===== config.mk =====
export PLATFORM = sky130hd
export DESIGN_NAME = exibe_resultado_flat
export DESIGN_NICKNAME = d
export VERILOG_FILES = /design/src/rtl/exibe_resultado_if.sv /design/src/rtl/exibe_resultado.sv /design/src/flat_wrapper.sv
export SDC_FILE = /design/constraint.sdc
export NUM_CORES = 1
export LEC_CHECK = 0
export BUFFER_PORTS_ARGS = -buffer_cell sky130_fd_sc_hd__buf_4
export CAP_MARGIN = 10
export CORE_MARGIN = 3
export CORE_UTILIZATION = 44
export CTS_BUF_LIST = sky130_fd_sc_hd__clkbuf_8
export CTS_CLUSTER_SIZE = 24
export DETAILED_ROUTE_END_ITERATION = 16
export GPL_ROUTABILITY_DRIVEN = 0
export GPL_TIMING_DRIVEN = 0
export HOLD_SLACK_MARGIN = 0.02
export PLACE_DENSITY_LB_ADDON = 0.1
export SETUP_SLACK_MARGIN = 0.3
export SLEW_MARGIN = 10
export SYNTH_ARGS = -nofsm -noshare
export SYNTH_HDL_FRONTEND = slang
export SYNTH_SLANG_ARGS = --single-unit

===== constraint.sdc =====
create_clock -name clk -period 3.7 [get_ports clk]
set_input_delay 0.555 -clock clk [delete_from_list [all_inputs] [get_ports clk]]
set_output_delay 0.555 -clock clk [all_outputs]
set_load 0.01 [all_outputs]

===== src/rtl/exibe_resultado_if.sv =====
// Result bus between the sign-magnitude add/sub unit and the display stage.
// The master side is the upstream producer. The slave side is exibe_resultado.
interface exibe_resultado_if;
  logic       valid;
  logic       sres;
  logic [4:0] res;
  logic       ready;
  logic       done;
  logic       neg;
  logic [3:0] bcd_tens;
  logic [3:0] bcd_units;
  logic [6:0] seg;
  logic [2:0] an;

  modport master (
    output valid, sres, res,
    input  ready, done, neg, bcd_tens, bcd_units, seg, an
  );

  modport slave (
    input  valid, sres, res,
    output ready, done, neg, bcd_tens, bcd_units, seg, an
  );
endinterface


===== src/rtl/exibe_resultado.sv =====
// Result display stage.
// Captures a sign/magnitude result and converts the magnitude to BCD with a
// 5-step shift-add-3 engine. It then scans sign, tens and units onto a
// multiplexed 3-digit 7-segment display.
//
// state  | meaning
// -------+-----------------------------------------------------------
// S_IDLE | nothing converted since reset, ready for a result
// S_CONV | double-dabble running, one iteration per clock, valid ignored
// S_SHOW | result on display, ready for the next result
module exibe_resultado #(
  parameter int unsigned REFRESH_DIV    = 16,
  parameter bit          SEG_ACTIVE_LOW = 1'b1,
  parameter bit          DIG_ACTIVE_LOW = 1'b1
) (
  input  logic             clk,
  input  logic             rst,
  exibe_resultado_if.slave bus
);

  localparam int unsigned      CNT_W    = (REFRESH_DIV > 1) ? $clog2(REFRESH_DIV) : 1;
  localparam logic [CNT_W-1:0] CNT_LAST = CNT_W'(REFRESH_DIV - 1);
  localparam logic [6:0]       SEG_OFF  = SEG_ACTIVE_LOW ? 7'h7F : 7'h00;
  localparam logic [2:0]       AN_OFF   = DIG_ACTIVE_LOW ? 3'b111 : 3'b000;
  localparam logic [6:0]       GLYPH_MINUS = 7'b1000000;

  typedef enum logic [1:0] {
    S_IDLE = 2'd0,
    S_CONV = 2'd1,
    S_SHOW = 2'd2
  } state_t;

  state_t     state;
  logic       ready_q;
  logic       done_q;
  logic       neg_q;
  logic       have_q;
  logic       sgn_q;
  logic [3:0] tens_q;
  logic [3:0] units_q;
  logic [4:0] mag_q;
  logic [7:0] bcd_q;
  logic [2:0] iter_q;

  logic [CNT_W-1:0] cnt_q;
  logic [1:0]       idx_q;
  logic [6:0]       seg_q;
  logic [2:0]       an_q;

  // Active-high glyph for one decimal digit. Codes above 9 are shown blank.
  function automatic logic [6:0] glyph(input logic [3:0] d);
    logic [6:0] g;
    case (d)
      4'd0:    g = 7'b0111111;
      4'd1:    g = 7'b0000110;
      4'd2:    g = 7'b1011011;
      4'd3:    g = 7'b1001111;
      4'd4:    g = 7'b1100110;
      4'd5:    g = 7'b1101101;
      4'd6:    g = 7'b1111101;
      4'd7:    g = 7'b0000111;
      4'd8:    g = 7'b1111111;
      4'd9:    g = 7'b1101111;
      default: g = 7'b0000000;
    endcase
    return g;
  endfunction

  // One double-dabble iteration: add 3 to any nibble of 5 or more, then shift.
  // For a 5-bit input the tens nibble never goes above 3. Only its low three
  // bits therefore survive the shift.
  logic [2:0] adj_tens;
  logic [3:0] adj_units;
  logic [7:0] bcd_nx;
  logic [4:0] mag_nx;
  logic       conv_last;

  always_comb begin
    adj_tens  = (bcd_q[7:4] >= 4'd5) ? (bcd_q[6:4] + 3'd3) : bcd_q[6:4];
    adj_units = (bcd_q[3:0] >= 4'd5) ? (bcd_q[3:0] + 4'd3) : bcd_q[3:0];
    bcd_nx    = {adj_tens, adj_units, mag_q[4]};
    mag_nx    = {mag_q[3:0], 1'b0};
    conv_last = (state == S_CONV) && (iter_q == 3'd4);
  end

  // Control FSM: accept a result, run five conversion steps, publish outputs.
  always_ff @(posedge clk) begin
    if (rst) begin
      state   <= S_IDLE;
      ready_q <= 1'b1;
      done_q  <= 1'b0;
      neg_q   <= 1'b0;
      have_q  <= 1'b0;
      sgn_q   <= 1'b0;
      tens_q  <= 4'd0;
      units_q <= 4'd0;
      mag_q   <= 5'd0;
      bcd_q   <= 8'd0;
      iter_q  <= 3'd0;
    end else begin
      done_q <= 1'b0;
      case (state)
        S_IDLE, S_SHOW: begin
          if (bus.valid) begin
            mag_q   <= bus.res;
            // A negative zero is displayed as a plain zero.
            sgn_q   <= bus.sres & (|bus.res);
            bcd_q   <= 8'd0;
            iter_q  <= 3'd0;
            ready_q <= 1'b0;
            state   <= S_CONV;
          end
        end
        S_CONV: begin
          bcd_q  <= bcd_nx;
          mag_q  <= mag_nx;
          iter_q <= iter_q + 3'd1;
          if (conv_last) begin
            tens_q  <= bcd_nx[7:4];
            units_q <= bcd_nx[3:0];
            neg_q   <= sgn_q;
            have_q  <= 1'b1;
            done_q  <= 1'b1;
            ready_q <= 1'b1;
            state   <= S_SHOW;
          end
        end
        default: begin
          ready_q <= 1'b1;
          state   <= S_IDLE;
        end
      endcase
    end
  end

  // These are the values the FSM registers will hold after this edge.
  // The display therefore switches on the same edge as the data.
  logic       have_d;
  logic       neg_d;
  logic [3:0] tens_d;
  logic [3:0] units_d;
  logic       wrap;
  logic [1:0] idx_nx;
  logic [6:0] raw_seg;
  logic [2:0] raw_an;
  logic [6:0] seg_d;
  logic [2:0] an_d;

  // Next digit index and the segment and enable pattern for that digit.
  always_comb begin
    have_d  = have_q | conv_last;
    neg_d   = conv_last ? sgn_q       : neg_q;
    tens_d  = conv_last ? bcd_nx[7:4] : tens_q;
    units_d = conv_last ? bcd_nx[3:0] : units_q;

    wrap   = (cnt_q == CNT_LAST);
    idx_nx = idx_q;
    if (wrap) begin
      idx_nx = (idx_q == 2'd2) ? 2'd0 : idx_q + 2'd1;
    end

    raw_seg = 7'b0000000;
    raw_an  = 3'b000;
    if (have_d) begin
      case (idx_nx)
        2'd0: begin
          raw_seg = glyph(units_d);
          raw_an  = 3'b001;
        end
        2'd1: begin
          raw_seg = (tens_d == 4'd0) ? 7'b0000000 : glyph(tens_d);
          raw_an  = 3'b010;
        end
        default: begin
          raw_seg = neg_d ? GLYPH_MINUS : 7'b0000000;
          raw_an  = 3'b100;
        end
      endcase
    end

    seg_d = SEG_ACTIVE_LOW ? ~raw_seg : raw_seg;
    an_d  = DIG_ACTIVE_LOW ? ~raw_an  : raw_an;
  end

  // Scan timer and registered display drive. This runs in every FSM state.
  always_ff @(posedge clk) begin
    if (rst) begin
      cnt_q <= '0;
      idx_q <= 2'd0;
      seg_q <= SEG_OFF;
      an_q  <= AN_OFF;
    end else begin
      cnt_q <= wrap ? '0 : cnt_q + 1'b1;
      idx_q <= idx_nx;
      seg_q <= seg_d;
      an_q  <= an_d;
    end
  end

  assign bus.ready     = ready_q;
  assign bus.done      = done_q;
  assign bus.neg       = neg_q;
  assign bus.bcd_tens  = tens_q;
  assign bus.bcd_units = units_q;
  assign bus.seg       = seg_q;
  assign bus.an        = an_q;

endmodule


===== src/flat_wrapper.sv =====
// flat-port wrapper written by rule: the top's interface ports become plain ports
module exibe_resultado_flat 
#(
  parameter int unsigned REFRESH_DIV    = 16,
  parameter bit          SEG_ACTIVE_LOW = 1'b1,
  parameter bit          DIG_ACTIVE_LOW = 1'b1
)
  (clk, rst, bus_valid, bus_sres, bus_res, bus_ready, bus_done, bus_neg, bus_bcd_tens, bus_bcd_units, bus_seg, bus_an);
  exibe_resultado_if bus_i ();
  input  logic clk;
  input  logic rst;
  input wire logic [$bits(bus_i.valid)-1:0] bus_valid;
  input wire logic [$bits(bus_i.sres)-1:0] bus_sres;
  input wire logic [$bits(bus_i.res)-1:0] bus_res;
  output wire logic [$bits(bus_i.ready)-1:0] bus_ready;
  output wire logic [$bits(bus_i.done)-1:0] bus_done;
  output wire logic [$bits(bus_i.neg)-1:0] bus_neg;
  output wire logic [$bits(bus_i.bcd_tens)-1:0] bus_bcd_tens;
  output wire logic [$bits(bus_i.bcd_units)-1:0] bus_bcd_units;
  output wire logic [$bits(bus_i.seg)-1:0] bus_seg;
  output wire logic [$bits(bus_i.an)-1:0] bus_an;
  assign bus_i.valid = bus_valid;
  assign bus_i.sres = bus_sres;
  assign bus_i.res = bus_res;
  assign bus_ready = bus_i.ready;
  assign bus_done = bus_i.done;
  assign bus_neg = bus_i.neg;
  assign bus_bcd_tens = bus_i.bcd_tens;
  assign bus_bcd_units = bus_i.bcd_units;
  assign bus_seg = bus_i.seg;
  assign bus_an = bus_i.an;
  exibe_resultado #(.REFRESH_DIV(REFRESH_DIV), .SEG_ACTIVE_LOW(SEG_ACTIVE_LOW), .DIG_ACTIVE_LOW(DIG_ACTIVE_LOW)) u_core (.clk(clk), .rst(rst), .bus(bus_i));
endmodule

# After elaboration in Yosys (flattened, before gate mapping)
# Memories as Yosys holds them, arrays and structs flattened.
# Index checks and enable logic that the tools add are counted.
[word_totals] register_bits=47 romBits=224 in_bits=9 out_inout_bits=21 elab_cells=76 mem_count=2
[memory_table] name="(no name shown)" depth=16 word_bits=7 read_ports=1 rd_clocked_by_memory_dff=0 write_ports=0 line_no="exibe_resultado.sv:53" source="case (d)"
[memory_table] name="(no name shown)" depth=16 word_bits=7 read_ports=1 rd_clocked_by_memory_dff=0 write_ports=0 line_no="exibe_resultado.sv:53"
[op_classes] add_sub_neg=5 magnitude_cmp=2 n_eq_ne=8 mux=26 bitwise=5 n_reduce_logical=13
[op_table] op="$mux 7" count=3
[op_table] op="$pmux 8 s2" count=1
[op_table] op="$pmux 7 s2" count=1
[op_table] op="$mux 4" count=3
[op_table] op="$pmux 3 s2" count=2
[op_table] op="$pmux 5 s2" count=1
[op_table] op="$mux 3" count=3
[op_table] op="$ge 4x3->1 const B" count=2
[op_table] op="$mux 2" count=4
[op_table] op="$mux 8" count=1
[op_table] op="$reduce_and 2->1" count=4
[op_table] op="$not 7->7" count=1
[op_table] op="$reduce_or 2->1" count=3
[op_table] op="$mux 5" count=1
[op_table] op="$reduce_or 5->1" count=1
[op_table] op="$add 4x1->4 const B" count=1
[op_table] op="$add 4x2->4 const B" count=1
[op_table] op="$eq 2x1->1 const B" count=2
[op_table] op="$eq 2x2->1 const B" count=2
[op_table] op="$eq 4x4->1 const B" count=1
[op_table] op="$logic_not 2->1" count=2
[op_table] op="$logic_not 4->1" count=1
[op_table] op="$mux 1" count=4
[op_table] op="$pmux 2 s2" count=1
[op_table] op="13 further kinds" count=13

# Longest topological paths before layout
# Gate-level depths: netlist of run 1.
[depth] depth_word=8 mapped_depth=12 mapped_depth_nobuf=12

# Worst setup path before layout of run 1
# No wires, ideal clock.
[synth_path] kind="register -> register" startpoint="register u_core.iter_q[0]" endpoint="register u_core.seg_q[4], in the netlist u_core.bus.seg[4]" setup_ps=95 t_arrival_ps=2407 required_time_ps=3605 setup_slack_ps=1197 path_stages_with_launch=13 n_path_buf=2 synth_period_minus_slack_ps=2503 path_cell_list="dfxtp_1 -> inv_1 -> ha_1 -> and4b_1 -> buf_2 -> buf_2 -> mux2i_1 -> inv_1 -> ha_1 -> nor3b_1 -> a211oi_1 -> a221oi_1 -> o311ai_1"
[synth_between] elab_chain_len=8 word_cells_on_any_way=12 classes_between="1 x eq/ne; 5 x mux; 2 x bitwise; 2 x reduce/logical; 2 x memory"
[synth_rtl] item="from (decl)" line_no="exibe_resultado.sv:43" source="logic [2:0] iter_q;"
[synth_rtl] item="from (signal assigned)" line_no="exibe_resultado.sv:117" source="iter_q <= iter_q + 3'd1;"
[synth_rtl] item="$eq 3x3->1 (*)" line_no="exibe_resultado.sv:83" source="conv_last = (state == S_CONV) && (iter_q == 3'd4);"
[synth_rtl] item="$logic_and 1x1->1 (*)" line_no="exibe_resultado.sv:83"
[synth_rtl] item="$mux 4" line_no="exibe_resultado.sv:153" source="tens_d = conv_last ? bcd_nx[7:4] : tens_q;"
[synth_rtl] item="$mem_v2 16x7 / $logic_not 4->1 (equally long branches)"
[synth_rtl] item="$mux 7" line_no="exibe_resultado.sv:171" source="raw_seg = (tens_d == 4'd0) ? 7'b0000000 : glyph(tens_d);"
[synth_rtl] item="$pmux 7 s2" line_no="exibe_resultado.sv:165" source="case (idx_nx)"
[synth_rtl] item="$mux 7 (*)" line_no="exibe_resultado.sv:164" source="if (have_d) begin"
[synth_rtl] item="$not 7->7 (*)" line_no="exibe_resultado.sv:181" source="seg_d = SEG_ACTIVE_LOW ? ~raw_seg : raw_seg;"
[synth_rtl] item="to (signal assigned)" line_no="exibe_resultado.sv:195" source="seg_q <= seg_d;"
[synth_rtl] item="to (decl)" line_no="exibe_resultado.sv:47" source="logic [6:0] seg_q;"
# Every way passes the cells marked *; elsewhere a longest branch is shown, timed or not.
# A chain may end at the register's enable or synchronous reset.

# Worst setup path in the final report of run 1
[layout_path] startpoint="register u_core.iter_q[0]" endpoint="register u_core.seg_q[4], in the netlist u_core.bus.seg[4]"
[layout_between] word_cells_on_any_way=12 classes_between="1 x eq/ne; 5 x mux; 2 x bitwise; 2 x reduce/logical; 2 x memory"
[layout_lines] item="$eq 3x3->1" line_no="exibe_resultado.sv:83"
[layout_lines] item="$logic_and 1x1->1" line_no="exibe_resultado.sv:83"
[layout_lines] item="$mux 4"
[layout_lines] item="net u_core.units_d[1]" line_no="exibe_resultado.sv:141" source="logic [3:0] units_d;"
[layout_lines] item="$mem_v2 16x7"
[layout_lines] item="$pmux 7 s2" line_no="exibe_resultado.sv:165"
[layout_lines] item="$mux 7" line_no="exibe_resultado.sv:164"
[layout_lines] item="$not 7->7" line_no="exibe_resultado.sv:181"
# The timed path passes the listed nets, and every way through them passes these cells.

==> results of run 1 <==
==> worst register-to-register path: cells and delay by family, from the launching register on <==
family / cells / cell delay (ns)
AO/OA/AOI/OAI: 3 / 0.59
adder cells (fa/ha/maj): 2 / 0.42
flip-flops: 1 / 0.35
multiplexers: 1 / 0.50
buffers and inverters: 4 / 0.69
AND/OR/NAND/NOR: 2 / 0.33
==> sequential cells by signal, indices dropped and copies added (netlist names) <==
register,cells
u_core.bcd_q,8
u_core.bus.an,3
u_core.bus.bcd_tens,4
u_core.state,2
u_core.bus.done,1
u_core.have_q,1
u_core.idx_q,2
u_core.bus.neg,1
u_core.bus.bcd_units,4
u_core.bus.ready,1
u_core.mag_q,5
u_core.sgn_q,1
u_core.cnt_q,4
u_core.iter_q,3
u_core.bus.seg,7
==> cell type report <==
cell class / count / area share, %
clock inverters: 2 / 1.218
plain buffers: 17 / 2.524
repair buffers: 28 / 7.311
clock buffers: 6 / 2.872
well taps: 70 / 3.046
multi-input cells: 217 / 48.61
flip-flops and latches: 47 / 32.72
inverters: 13 / 1.697
==> metal layers <==
metal,global-route usage (%),vias to the layer above
met5,0,-
met4,5.574,0
met3,4.324,10
met2,28.31,42
met1,24.13,954
li1,-,1110
==> per-stage QoR <==
| step | area, µm² | setup WS (ns) | util, % | hold slack [ns] |
|---|---|---|---|---|
| after floorplan | 2460 | 1.197 | - | 0.4360 |
| after global placement | 2758 | 0.7463 | 52.33 | 0.4514 |
| after CTS | 2875 | 0.7212 | 54.56 | 0.4727 |
| after detailed placement | 2758 | 0.7461 | 52.33 | 0.4601 |
| final | 2875 | 0.7476 | 54.56 | 0.4679 |
| after global routing | 2875 | 0.3891 | 54.56 | 0.5115 |
==> worst max-delay path by stage <==
stage and endpoint:
6_report u_core.bus.seg[4], 5_1_grt u_core.bus.seg[4], 4_1_cts u_core.bus.seg[4], 3_5_place_dp u_core.bus.seg[4], 3_3_place_gp u_core.bus.seg[4], 2_1_floorplan u_core.bus.seg[4]
==> power groups by stage <==
stage | registers (µW) | logic, µW | clock network (µW)
after global placement | 539 | 61.8 | 0
after global routing | 530 | 70.9 | 419
final | 527 | 61.3 | 385
after detailed placement | 539 | 62.4 | 0
after CTS | 527 | 62.5 | 400
after floorplan | 537 | 42.0 | 0
==> Yosys cell counts (all sizes together) (3+ instances only) <==
library cell	number
a311oi	6
nand3	3
a22oi	6
nor3b	6
nand2b	9
nor2b	3
mux2i	8
inv	13
ha	17
nor3	7
buf	6
nand2	22
a21oi	23
a31oi	3
dfxtp	47
nor2	44
clkbuf	11
xnor2	4
o21ai	13
a211oi	3
==> kinds of logic after synthesis <==
| kind of cell | Yosys count |
|---|---|
| flops | 47 |
| fa+ha+maj | 17 |
| simple gates | 107 |
| xor+xnor | 6 |
| mux | 8 |
| compound gates | 79 |
| buf+inv | 30 |
==> layout by cell type (no fill, tap or decap), types with 2 or more instances in the layout <==
master and n:
a211oi_1 3, a21o_1 2, a21oi_1 21, a21oi_2 2, a22oi_1 6, a2bb2oi_1 2
a311oi_1 6, a31oi_1 3, and3_1 2, buf_2 4, buf_4 29, clkbuf_1 11
clkbuf_8 6, dfxtp_1 47, ha_1 17, inv_1 13, mux2i_1 8, nand2_1 22
nand2b_1 8, nand3_1 3, nor2_1 44, nor2b_1 3, nor3_1 7, nor3b_1 6
o211ai_1 2, o21ai_0 12, o22a_1 2, o22ai_1 2, o32ai_1 2, or2_2 2
or3_1 2, xnor2_1 4, xor2_1 2
==> out/metrics.yaml, run 1 <==
p_switching_uw: 212.8
p_int_uw: 760.6
finalNonFillerCells: 400
ys_async_sr_fraction_pct: 0
synth-simple-area-share_pct: 21.06
avgSynthCellArea_um2: 8.367
start_util_pct: 46.68
cts-htree-levels: 2
synth_top_area_share_pct: 38.25
outcome: "finished clean"
antenna_left: 0
drc: 0
cts_sinks: 47
drive_gt1_share_pct: 14.24
synth.area.mux_share_pct: 3.255
min_period_ns: 2.952
synthAdderAreaFrac_pct: 8.647
via_count: 2116
power_frac_comb_pct: 6.3
clkLatencyLatePin_ns: 0.30
fill_cells: 528
maxCapViolations: 0
grt-ovfl-total: 0
rsz0062_at_grt: "no"
drt-initial-drc-count: 71
seqPwrFrac_pct: 54.2
met3WireLength_um: 214
synth_cell_type_count: 55
synth.ff_latch_count: 47
critPathMaxFanout: 10
wire_per_inst_um: 13.42
cp.arrival_ns: 3.16
multi_input_area_mm2: 0.001398
path_clk_slew_ns: 0.08
final_net_count: 355
dieArea_mm2: 0.006524
cp_slowest_cell: "mux2i_1"
grt_max_degree: 15
fin_crit_sh_pct: 79.79
slew_violations: 0
layout.area.seq_um2: 940.9
worst_pin_slew_ns: 0.7328
drtPass1Iterations: 4
wl_met1_mm: 2.741
clkPwrFrac_pct: 39.5
min_from: "u_core.sgn_q"
fmax_mhz: 338.7
crit_path_end_kind: "register"
synth_ff_type: "dfxtp_1"
synth_top_family_by_area: "compound AO/OA/AOI/OAI gates"
finalPower_uw: 973.5
power_switching_share_pct: 21.86
r2r_cells: 12
top_layer_used: "met4"
cp_cell_sequence: "inv_1 -> ha_1 -> and4b_1 -> buf_2 -> buf_2 -> mux2i_1 -> inv_1 -> ha_1 -> nor2b_1 -> a21oi_1 -> a221oi_1 -> o311ai_1"
die_y_um: 80.77
cts_root_buf: "clkbuf_8"
ios: 30
clockBufferDepth: 2
yosysSeqAreaShare_pct: 38.25
min_path_cells: 2
syn-num-nets: 320
relSlewSlack_pct: 50.71
yosysTopAreaCell: "dfxtp_1"
crit_type: "register to register"
crit_cells: 12
synthTopCellsByArea: "dfxtp_1 38%, ha_1 8.6%, nor2_1 6.7%, a21oi_1 4.3%, nand2_1 3.4%"
p_leak_uw: 0.001172
fin_tns_setup_ns: 0
core_area_mm2: 0.005270
setup_viol: 0
worst_path_dominant_cell_family: "buffers and inverters"
routed_via_density: 5.290
crit_path_start_kind: "register"
startpoint: "u_core.iter_q[0]"
synthXorXnorAreaFrac_pct: 2.136
wl_met2_mm: 2.332
die_w_um: 80.77
slowest_delay_ns: 0.49
synth_cells: 294
powerDensity_mw_per_mm2: 338.6
area.growth.synth_to_final_pct: 16.89
antenna_found_initial: 0
io_buffers: 28
grt_pass1_wl_mm: 9.052
cts_resized: 0
grt_pass1_vias: 1925
synth_edf_count: 0
final-hold-violation-count: 0
r2r_end: "u_core.bus.seg[4]"
hp-class: "register to register"
peakVddDrop_mv: 0.1566
cts_tree: "done"
skew_ns: 0.005593
cts_setup_buffers: 0
yosysWarnings: 0
fp-row-count: 26
dp_cells: 392
grt.total_usage_pct: 17.90
cts_buffers: 5
crit_required_ns: 3.91
reg2reg_slack_ns: 0.75
cts-hold-fix-buffers: 0
critPathBufInv: 4
routed_wl_mm: 5.369
n_antenna_cell: 0
hpwl_mm: 4.028
syn_area_mm2: 0.002460
synth-compound-area-share_pct: 21.72
r2r_start: "u_core.iter_q[0]"
min_to: "u_core.sgn_q"
(Power assumes the default switching activity.)
==> inputs of run 2 (changes only) <==
--- a/config.mk
+++ b/config.mk
@@ -5,6 +5,7 @@
 export SDC_FILE = /design/constraint.sdc
 export NUM_CORES = 1
 export LEC_CHECK = 0
+export ABC_AREA = 1
 export BUFFER_PORTS_ARGS = -buffer_cell sky130_fd_sc_hd__buf_4
 export CAP_MARGIN = 10
 export CORE_MARGIN = 3
==> constraint.sdc (replaced) <==
create_clock -name clk -period 2.5 [get_ports clk]
set_input_delay 0.375 -clock clk [delete_from_list [all_inputs] [get_ports clk]]
set_output_delay 0.375 -clock clk [all_outputs]
set_load 0.01 [all_outputs]
==> out/metrics.yaml, run 2 <==
cts-htree-levels: 2  # unchanged
fin_tns_setup_ns: 0  # unchanged
hpwl_mm: 3.790  # was 4.028 mm
cts_buffers: 5  # unchanged
rsz0062_at_grt: "no"  # unchanged
min_path_cells: 3  # was 2
hp-class: "input pin to register"  # was register to register
setup_viol: 0  # unchanged
crit_path_start_kind: "register"  # unchanged
outcome: "finished clean"  # unchanged
cts_root_buf: "clkbuf_8"  # unchanged
powerDensity_mw_per_mm2: 515.4  # was 338.6 mW/mm²
seqPwrFrac_pct: 51.5  # was 54.2%
finish.utilization_pct: 58.00  # was 54.56%
syn-num-nets: 344  # was 320
synth_ff_type: "dfxtp_1"  # unchanged
grt-ovfl-total: 0  # unchanged
avgSynthCellArea_um2: 7.613  # was 8.367 µm²
final_net_count: 390  # was 355
place_worst_setup_slack_ns: 0.2459  # was 0.7461 ns
r2r_start: "u_core.bcd_q[0]"  # was u_core.iter_q[0]
via_count: 2196  # was 2116
regMostFlops: "u_core.bcd_q"  # unchanged
drive_gt1_share_pct: 30.68  # was 14.24%
die_w_um: 80.18  # was 80.77 µm
p_leak_uw: 0.001279  # was 0.001172 µW
p_int_uw: 1142  # was 760.6 µW
wire_per_inst_um: 12.17  # was 13.42 µm
drt-initial-drc-count: 67  # was 71
worst_pin_slew_ns: 0.5859  # was 0.7328 ns
start_util_pct: 46.51  # was 46.68%
clkLatencyLatePin_ns: 0.31  # was 0.30 ns
power_frac_comb_pct: 10.6  # was 6.3%
synth_edf_count: 0  # unchanged
n_antenna_cell: 0  # unchanged
grt_pass1_vias: 1927  # was 1925
clkPwrFrac_pct: 37.8  # was 39.5%
p_switching_uw: 414.1  # was 212.8 µW
power_switching_share_pct: 26.61  # was 21.86%
grt.total_usage_pct: 17.03  # was 17.90%
ys_async_sr_fraction_pct: 0  # unchanged
grt_pass1_wl_mm: 8.562  # was 9.052 mm
synth_top_area_share_pct: 38.86  # was 38.25%
setup_ws_ns: 0.3894  # was 0.7476 ns
synth_cells: 318  # was 294
mostFrequentLayoutCells: "65 x nand2_1, 41 x dfxtp_1, 39 x buf_4, 26 x inv_1, 24 x a21oi_1"  # was 47 x dfxtp_1, 44 x nor2_1, 29 x buf_4, 22 x nand2_1, 21 x a21oi_1
ios: 30  # unchanged
grt_max_degree: 17  # was 15
largest_reg_flops: 8  # unchanged
drtPass1Iterations: 7  # was 4
yosysSeqAreaShare_pct: 38.86  # was 38.25%
synth.ff_latch_count: 47  # unchanged
path_clk_slew_ns: 0.09  # was 0.08 ns
dieArea_mm2: 0.006429  # was 0.006524 mm²
routed_wl_mm: 5.294  # was 5.369 mm
syn_area_mm2: 0.002421  # was 0.002460 mm²
fill_cells: 510  # was 528
critPathCapture: "u_core.bus.seg[5]"  # was u_core.bus.seg[4]
crit_type: "register to register"  # unchanged
area.growth.synth_to_final_pct: 24.70  # was 16.89%
peakVddDrop_mv: 0.3538  # was 0.1566 mV
critPathMaxFanout: 5  # was 10
crit_required_ns: 2.70  # was 3.91 ns
synth_cell_type_count: 33  # was 55
io_buffers: 28  # unchanged
skew_ns: 0.005172  # was 0.005593 ns
fp-row-count: 26  # unchanged
routed_via_density: 5.048  # was 5.290
core_area_mm2: 0.005205  # was 0.005270 mm²
drc: 0  # unchanged
r2r_end: "u_core.bus.seg[5]"  # was u_core.bus.seg[4]
antenna_left: 0  # unchanged
crit_path_end_kind: "register"  # unchanged
min_period_ns: 2.111  # was 2.952 ns
antenna_found_initial: 0  # unchanged
startpoint: "u_core.bcd_q[0]"  # was u_core.iter_q[0]
synth_most_common_cell: "nand2_1"  # was dfxtp_1
die_y_um: 80.18  # was 80.77 µm
synth_common_cells: "71 x nand2_1, 47 x dfxtp_1, 29 x nand3_1"  # was 47 x dfxtp_1, 44 x nor2_1, 22 x nand2_1
fmax_mhz: 473.8  # was 338.7 MHz
yosysTopAreaCell: "dfxtp_1"  # unchanged
reg2reg_slack_ns: 0.39  # was 0.75 ns
clockBufferDepth: 2  # unchanged
cts_sinks: 47  # unchanged
final_common_cell: "nand2_1"  # was dfxtp_1
fin_crit_sh_pct: 84.42  # was 79.79%
cts_tree: "done"  # unchanged
slew_violations: 0  # unchanged
r2r_cells: 14  # was 12
maxCapViolations: 0  # unchanged
yosysWarnings: 0  # unchanged
relSlewSlack_pct: 60.53  # was 50.71%
cp.arrival_ns: 2.31  # was 3.16 ns
final-hold-violation-count: 0  # unchanged
synthTopCellsByArea: "dfxtp_1 39%, nand2_1 11%, ha_1 8.8%, nand3_1 6.0%, a21oi_1 5.0%"  # was dfxtp_1 38%, ha_1 8.6%, nor2_1 6.7%, a21oi_1 4.3%, nand2_1 3.4%
-- run 2: kinds of logic (layout without fill, tap and decap cells) --
family / Yosys count / in the layout / synth area share (%)
AOI/OAI and AO/OA: 54 / 54 / 12.82
adders and majority gates: 17 / 17 / 8.785
buffers and inverters: 40 / 87 / 6.925
DFF: 47 / 47 / 38.86
muxes: 1 / 1 / 0.4135
and+or+nand+nor: 159 / 159 / 32.20
-- run 2: worst min-delay path by stage --
| stage | slack, ns | to | startpoint |
|---|---|---|---|
| floorplan | 0.42 | u_core.cnt_q[0] | u_core.cnt_q[0] |
| global placement | 0.44 | u_core.cnt_q[0] | u_core.cnt_q[0] |
| detailed placement | 0.44 | u_core.bus.ready | u_core.bus.ready |
| CTS | 0.33 | u_core.mag_q[0] | bus_res[0] |
| global route | 0.33 | u_core.mag_q[0] | bus_res[0] |
| finish | 0.33 | u_core.mag_q[0] | bus_res[0] |
-- run 2: critical path, cell delays in order (launching register included) --
cell	delay [ns]
dfxtp_2	0.36
inv_1	0.07
ha_1	0.21
inv_1	0.07
nand2_2	0.09
nand3_2	0.13
buf_4	0.12
nand2_1	0.05
nand3_1	0.08
nand2_2	0.09
ha_1	0.20
nand3b_1	0.18
and3_1	0.20
o21ai_2	0.11
nand2_1	0.05
-- run 2: layout make-up --
class	count	area, µm²	area share [%]
buffer	6	45.04	1.492
clock buffer	5	68.82	2.279
clock inverter	3	47.55	1.575
inverter	34	130.1	4.310
multi-input combinational	231	1399	46.33
sequential	47	948.4	31.41
tap	70	87.58	2.901
timing repair buffer	39	292.8	9.697
-- run 2: power groups by stage --
stage | sequential [µW] | clock, µW | combinational [µW]
floorplan | 815 | 0 | 112
global placement | 818 | 0 | 155
detailed placement | 819 | 0 | 157
CTS | 803 | 605 | 158
global route | 807 | 636 | 189
finish | 802 | 589 | 165
-- run 2: through the flow --
| step | hold WS, ns | instances | instance area (µm²) | power [µW] |
|---|---|---|---|---|
| floorplan | 0.4179 | 318 | 2421 | 926.9 |
| global route | 0.3260 | 435 | 3019 | 1631 |
| detailed placement | 0.4397 | 416 | 2719 | 976.1 |
| CTS | 0.3253 | 424 | 2848 | 1566 |
| finish | 0.3316 | 435 | 3019 | 1556 |
| global placement | 0.4385 | 416 | 2719 | 973.0 |
-- run 2: timing repair --
item | 4_1_cts | 5_1_grt
hold buffers | 0 | 0
setup buffers | 0 | 11
setup endpoints to repair | 7 | 7
pin swaps | 0 | 9
gates resized for setup | 4 | 27
-- run 2: per-layer routing --
layer	track usage (%)	wire [µm]	vias up	part of all wire [%]
met3	4.372	219	10	4.1
met4	6.250	93	0	1.8
met5	0	0	-	0
li1	-	-	1139	-
met2	28.81	2586	48	49
met1	20.68	2395	999	45
